$ cat src/rtl/pipe_hazard_ctrl.sv
// Pipeline hazard controller: shadow scoreboard, load-use bubble, branch flush, mem-busy freeze (optional stats: PIPE_HAZARD_STAT_EN).
// Latency: stall/flush combinational in the same cycle; forward selects registered for the instruction entering EX.
// Backpressure: mem_busy freezes IF/ID/EX and holds scoreboard; a branch seen while frozen is replayed after the freeze.
module pipe_hazard_ctrl #(
    parameter int MEM_WAIT_MAX = 255,
    parameter int CNT_W        = 16
) (
    input  logic       clk,
    input  logic       rst,
    input  logic       id_valid,
    input  logic [4:0] id_reg1_addr,
    input  logic       id_reg1_used,
    input  logic [4:0] id_reg2_addr,
    input  logic       id_reg2_used,
    input  logic [4:0] id_wb_reg_addr,
    input  logic       id_is_load,
    input  logic       ex_do_branch,
    input  logic       mem_busy,
    output logic       stall_if,
    output logic       stall_id,
    output logic       stall_ex,
    output logic       flush_if2id,
    output logic       flush_id2ex,
    output logic       reg1_forward,
    output logic       reg1_fwd_src,
    output logic       reg2_forward,
    output logic       reg2_fwd_src,
    output logic       mem_timeout
`ifdef PIPE_HAZARD_STAT_EN
    ,
    output logic [31:0] stat_stall_cycles,
    output logic [31:0] stat_flush_count,
    output logic [31:0] stat_lu_count
`endif
);

    typedef enum logic {RUN = 1'b0, MEM_WAIT = 1'b1} state_t;

    localparam logic [CNT_W-1:0] WAIT_MAX = CNT_W'(MEM_WAIT_MAX);

    state_t           state;
    logic             pending_flush;
    logic [CNT_W-1:0] wait_cnt;
    logic [CNT_W-1:0] wait_cnt_inc;
    logic [4:0]       ex_dst;
    logic [4:0]       mem_dst;
    logic             ex_ld;

    logic r1_hit_ex;
    logic r1_hit_mem;
    logic r2_hit_ex;
    logic r2_hit_mem;
    logic freeze;
    logic do_flush;
    logic load_use;

    // Register 0 is hardwired, so an address of 0 never counts as a hit.
    always_comb begin
        r1_hit_ex    = id_reg1_used && (id_reg1_addr != 5'd0) && (id_reg1_addr == ex_dst);
        r1_hit_mem   = id_reg1_used && (id_reg1_addr != 5'd0) && (id_reg1_addr == mem_dst);
        r2_hit_ex    = id_reg2_used && (id_reg2_addr != 5'd0) && (id_reg2_addr == ex_dst);
        r2_hit_mem   = id_reg2_used && (id_reg2_addr != 5'd0) && (id_reg2_addr == mem_dst);
        freeze       = mem_busy;
        do_flush     = !mem_busy && (ex_do_branch || pending_flush);
        load_use     = !mem_busy && !do_flush && id_valid && ex_ld && (r1_hit_ex || r2_hit_ex);
        wait_cnt_inc = (wait_cnt == WAIT_MAX) ? wait_cnt : wait_cnt + CNT_W'(1);
    end

    always_comb begin
        stall_if    = 1'b0;
        stall_id    = 1'b0;
        stall_ex    = 1'b0;
        flush_if2id = 1'b0;
        flush_id2ex = 1'b0;
        if (!rst) begin
            stall_if    = freeze || load_use;
            stall_id    = freeze || load_use;
            stall_ex    = freeze;
            flush_if2id = do_flush;
            flush_id2ex = do_flush || load_use;
        end
    end

    always_ff @(posedge clk) begin
        if (rst) begin
            state         <= RUN;
            pending_flush <= 1'b0;
            wait_cnt      <= '0;
            ex_dst        <= 5'd0;
            ex_ld         <= 1'b0;
            mem_dst       <= 5'd0;
            reg1_forward  <= 1'b0;
            reg1_fwd_src  <= 1'b0;
            reg2_forward  <= 1'b0;
            reg2_fwd_src  <= 1'b0;
            mem_timeout   <= 1'b0;
        end else begin
            case (state)
                RUN: begin
                    if (mem_busy) begin
                        state    <= MEM_WAIT;
                        wait_cnt <= wait_cnt_inc;
                        if (wait_cnt_inc == WAIT_MAX) begin
                            mem_timeout <= 1'b1;
                        end
                    end
                end
                MEM_WAIT: begin
                    if (mem_busy) begin
                        wait_cnt <= wait_cnt_inc;
                        if (wait_cnt_inc == WAIT_MAX) begin
                            mem_timeout <= 1'b1;
                        end
                    end else begin
                        state    <= RUN;
                        wait_cnt <= '0;
                    end
                end
                default: begin
                    state    <= RUN;
                    wait_cnt <= '0;
                end
            endcase

            // A branch reported during a freeze is remembered and flushed once memory releases.
            if (mem_busy && ex_do_branch) begin
                pending_flush <= 1'b1;
            end

            if (!mem_busy) begin
                if (do_flush) begin
                    mem_dst       <= ex_dst;
                    ex_dst        <= 5'd0;
                    ex_ld         <= 1'b0;
                    reg1_forward  <= 1'b0;
                    reg1_fwd_src  <= 1'b0;
                    reg2_forward  <= 1'b0;
                    reg2_fwd_src  <= 1'b0;
                    pending_flush <= 1'b0;
                end else if (load_use) begin
                    mem_dst      <= ex_dst;
                    ex_dst       <= 5'd0;
                    ex_ld        <= 1'b0;
                    reg1_forward <= 1'b0;
                    reg1_fwd_src <= 1'b0;
                    reg2_forward <= 1'b0;
                    reg2_fwd_src <= 1'b0;
                end else begin
                    mem_dst      <= ex_dst;
                    ex_dst       <= id_valid ? id_wb_reg_addr : 5'd0;
                    ex_ld        <= id_valid && id_is_load;
                    // The younger (EX) producer wins when both stages hold the same destination.
                    reg1_forward <= id_valid && (r1_hit_ex || r1_hit_mem);
                    reg1_fwd_src <= id_valid && !r1_hit_ex && r1_hit_mem;
                    reg2_forward <= id_valid && (r2_hit_ex || r2_hit_mem);
                    reg2_fwd_src <= id_valid && !r2_hit_ex && r2_hit_mem;
                end
            end
        end
    end

`ifdef PIPE_HAZARD_STAT_EN
    always_ff @(posedge clk) begin
        if (rst) begin
            stat_stall_cycles <= 32'd0;
            stat_flush_count  <= 32'd0;
            stat_lu_count     <= 32'd0;
        end else begin
            if (stall_id) begin
                stat_stall_cycles <= stat_stall_cycles + 32'd1;
            end
            if (do_flush) begin
                stat_flush_count <= stat_flush_count + 32'd1;
            end
            if (load_use) begin
                stat_lu_count <= stat_lu_count + 32'd1;
            end
        end
    end
`endif

endmodule

$ cat config.mk
export PLATFORM = sky130hd
export DESIGN_NAME = pipe_hazard_ctrl
export DESIGN_NICKNAME = d
export VERILOG_FILES = /design/src/rtl/pipe_hazard_ctrl.sv
export SDC_FILE = /design/constraint.sdc
export NUM_CORES = 1
export LEC_CHECK = 0
export ABC_AREA = 1
export ABC_CLOCK_PERIOD_IN_PS = 2050
export CORE_ASPECT_RATIO = 2
export CORE_UTILIZATION = 40
export DETAILED_ROUTE_END_ITERATION = 12
export PLACE_DENSITY = 0.73
export SETUP_SLACK_MARGIN = 0.3
export SYNTH_ARGS = -nofsm -noshare
export SYNTH_HDL_FRONTEND = slang
export SYNTH_SLANG_ARGS = --single-unit
$ cat constraint.sdc
create_clock -name clk -period 2.05 [get_ports clk]
set_clock_uncertainty 0.1 [all_clocks]
set_input_delay 0.41 -clock clk [delete_from_list [all_inputs] [get_ports clk]]
set_output_delay 0.41 -clock clk [all_outputs]
set_load 0.01 [all_outputs]
==> impl_metrics.py <==
metrics = {
    "detailed_routing": {
        "via_count": 2426,
        "wl_per_cell_um": 14.6,
        "drtPass1Iterations": 4,
        "via_per_inst": 5.29,
        "routed_wl_um": 6690,
        "drc": 0,
        "drt_iter0_drc": 86,
        "ant_nets": 0,
    },
    "synth": {
        "syn_area_um2": 2080,
        "synth.top_cell.area_share_pct": 32.8,
        "yosysSeqAreaShare_pct": 32.8,
        "synth_fa_ha_area_share_pct": 0.602,
        "synthArstFlopShare_pct": 0,
        "avgSynthCellArea_um2": 6.45,
        "synth_top_flop_cell": "dfxtp_1",
        "synth_top_family_by_area": "simple AND/OR/NAND/NOR gates",
        "synthCells": 322,
        "synthMuxAreaShare_pct": 0,
        "synthMostInstantiatedCell": "nand2_1",
        "synth_nets": 346,
        "ys_ff_latch": 34,
        "yosys.area_share.simple_pct": 40.2,
        "synth.top_cells.by_count": "107 x nand2_1, 38 x nor2_1, 34 x dfxtp_1, 28 x inv_1",
        "ys_types": 28,
        "yosysWarnings": 0,
        "synth_compound_area_share_pct": 9.45,
        "synth_xor_area_share_pct": 9.69,
        "synth_top_area_cell": "dfxtp_1",
        "synth_area_leaders": "dfxtp_1 33%, nand2_1 19%, xnor2_1 8.0%",
        "synth-edff-count": 0,
    },
    "pwr": {
        "pwr-share-seq_pct": 48.5,
        "power.density_nw_per_um2": 454,
        "p_sw_share_pct": 26.8,
        "p_int_w": 0.00103,
        "vdd_ir_drop_max_uv": 516,
        "power.net_switching_w": 0.000377,
        "p_clk_share_pct": 33.8,
        "p_comb_share_pct": 17.6,
        "power.leakage_nw": 1.25,
    },
    "timing": {
        "hold_viol": 0,
        "setup_viol": 4,
        "maxSlewHeadroom_pct": 71.6,
        "fmax_mhz": 470,
        "worstMarginPinSlew_ps": 425,
        "post-route-period-util_pct": 104,
        "fin_crit_ps": 2130,
        "rsz0062_at_grt": "yes",
        "finalMaxSlewViolations": 0,
        "setup_slack_ps": -79.3,
    },
    "critical_path": {
        "worstSetupPathType": "reg2out",
        "critPathLaunchType": "flop",
        "crit_fanout": 3,
        "critPathBufInv": 1,
        "rr_worst_depth": 15,
        "max_stage_delay_ps": 380,
        "reg2reg_from": "ex_dst[0]",
        "path_cells": "xnor2_2, nand2_1, nor2_2, nand4_1, nand2_1, nand2_2, o21ai_4, buf_6",
        "crit_top_cell": "nand2_1",
        "r2r_end": "reg1_forward",
        "endpoint_kind": "primary output",
        "path_delay_family": "simple AND/OR/NAND/NOR gates",
        "slowest_stage": "dfxtp_4",
        "required_ps": 1540,
        "reg2reg_slack_ps": -20,
        "cp.arrival_ps": 1620,
    },
    "cells_and_area": {
        "drive_above_1_share_pct": 31.3,
        "final_area_um2": 3110,
        "syn_to_final_growth_pct": 49.5,
        "n_antenna_cell": 0,
        "nFillCells": 412,
        "nNetsFinal": 426,
        "multi_input_area_um2": 1440,
        "seqCellArea_um2": 701,
        "post-route-util_pct": 63.3,
    },
    "cts": {
        "clock-sinks": 34,
        "cts_hold_buf": 0,
        "path_clk_slew_ps": 70,
        "insertion_delay_ps": 290,
        "cts_max_path_buffers": 2,
        "htree_levels": 2,
        "cts_made_buffers": 5,
        "cts_tree": "done",
        "cts_root_buf": "clkbuf_8",
    },
    "global_route": {
        "grt_first_pass_wirelength_um": 10600,
        "grt_util_met3_pct": 4.53,
        "grtUsageTotal_pct": 25.9,
        "met1_usage_pct": 21.7,
        "use_met2_pct": 49.8,
        "top_usage_layer": "met2",
        "grt_pass1_vias": 2493,
        "antenna_found_initial": 0,
        "grt_overflow": 0,
        "grt_max_degree": 20,
    },
    "worst_hold_path": {
        "hold_depth": 2,
        "min_from": "reg1_fwd_src",
        "holdPathEnd": "reg1_fwd_src",
        "min_path_type": "reg2reg",
    },
    "place": {
        "dp_hpwl_um": 4590,
        "gp_congestion": 0.852,
        "dpl-instance-area_um2": 2700,
        "port_buffers": 32,
    },
    "run": {
        "drv_cap": 0,
    },
    "outcome": {
        "status": "finished with violations",
        "violations": "setup timing",
    },
    "die": {
        "dieArea_um2": 5510,
        "die_h_um": 104,
        "rows": 36,
        "ioPinCount": 33,
        "initial_core_util_pct": 42.3,
        "core_area_um2": 4910,
        "die_w_um": 53.0,
    },
}
-- final cells by class --
class | count | share of cell area, %
clock buffers | 7 | 2.46
multi-input cells | 250 | 46.4
inverters | 30 | 3.79
well taps | 57 | 2.30
repair buffers | 81 | 22.5
flip-flops and latches | 34 | 22.6
-- how the worst max path moves through the flow --
stage               end            start  cells after the start
2_1_floorplan  stall_if  id_reg1_addr[1]                      8
3_3_place_gp   stall_if  id_reg1_addr[0]                     10
3_5_place_dp   stall_id  id_reg1_addr[0]                      9
4_1_cts        stall_if        ex_dst[1]                      8
5_1_grt        stall_if        ex_dst[1]                      8
6_report       stall_id        ex_dst[0]                      8
-- routing by layer --
layer / vias up / part of all wire [%]
met5: - / 0
met4: 0 / 6.1
met3: 27 / 2.9
met2: 76 / 58
met1: 1138 / 33
li1: 1185 / -
-- logic make-up (layout without fill, tap and decap cells) --
group / after synthesis / count (layout)
DFF: 34 / 34
AOI/OAI and AO/OA: 37 / 37
xor gates and xnor gates: 23 / 23
buffers and inverters: 38 / 118
adders and majority gates: 1 / 1
and+or+nand+nor: 189 / 189
-- tightest hold or removal path, cell delays in order, from the launching register on --
cell	delay [ps]
dfxtp_1	310
nand2_1	50
o21ai_1	50
-- power groups by stage --
stage | registers, W | logic, W | clock network [W]
after floorplan | 0.000698 | 0.000101 | 0
after global placement | 0.000698 | 0.000220 | 0
after detailed placement | 0.000699 | 0.000224 | 0
after CTS | 0.000683 | 0.000233 | 0.000483
after global routing | 0.000686 | 0.000267 | 0.000520
final | 0.000684 | 0.000248 | 0.000477
-- registers in the layout, indices dropped and copies added, names as in the netlist --
register and flops:
ex_dst 5, ex_ld 1, reg2_forward 1, reg1_forward 1, pending_flush 1, mem_dst 5, reg2_fwd_src 1, state 1
reg1_fwd_src 1, wait_cnt 16, mem_timeout 1
-- cell usage in the layout (no fill, tap or decap), types with 5 or more instances in the layout --
cell             instances
nand4_1                 12
dlygate4sd2_1            5
dfxtp_1                 24
dfxtp_2                  7
nand2_1                 99
nand2_2                 10
inv_1                   26
buf_6                   11
a21oi_1                 18
nor2_4                   9
o21ai_1                  6
clkdlybuf4s50_1         12
nor2_2                   5
o21ai_2                  5
clkbuf_8                 5
buf_4                   39
nor2_1                  29
xnor2_1                 15
nand3_1                 13
-- stage by stage --
stage | instances | TNS, ps | total power [W] | worst slack, ps | hold slack [ps]
2_1_floorplan | 322 | 0 | 0.000799 | 260 | 340
3_3_place_gp | 433 | -9600 | 0.000918 | -743 | 343
3_5_place_dp | 433 | -10610 | 0.000923 | -775 | 350
4_1_cts | 455 | -78.2 | 0.00140 | -43.7 | 362
5_1_grt | 459 | -1060 | 0.00147 | -221 | 384
6_report | 459 | -235 | 0.00141 | -79.3 | 360
-- timing repair --
| action | CTS | global route |
|---|---|---|
| gates resized for setup | 90 | 37 |
| gates cloned | 0 | 0 |
| setup endpoints to repair | 30 | 18 |
| setup buffers | 15 | 4 |
| pin swaps | 26 | 20 |
Power figures use the tool's default switching activity.
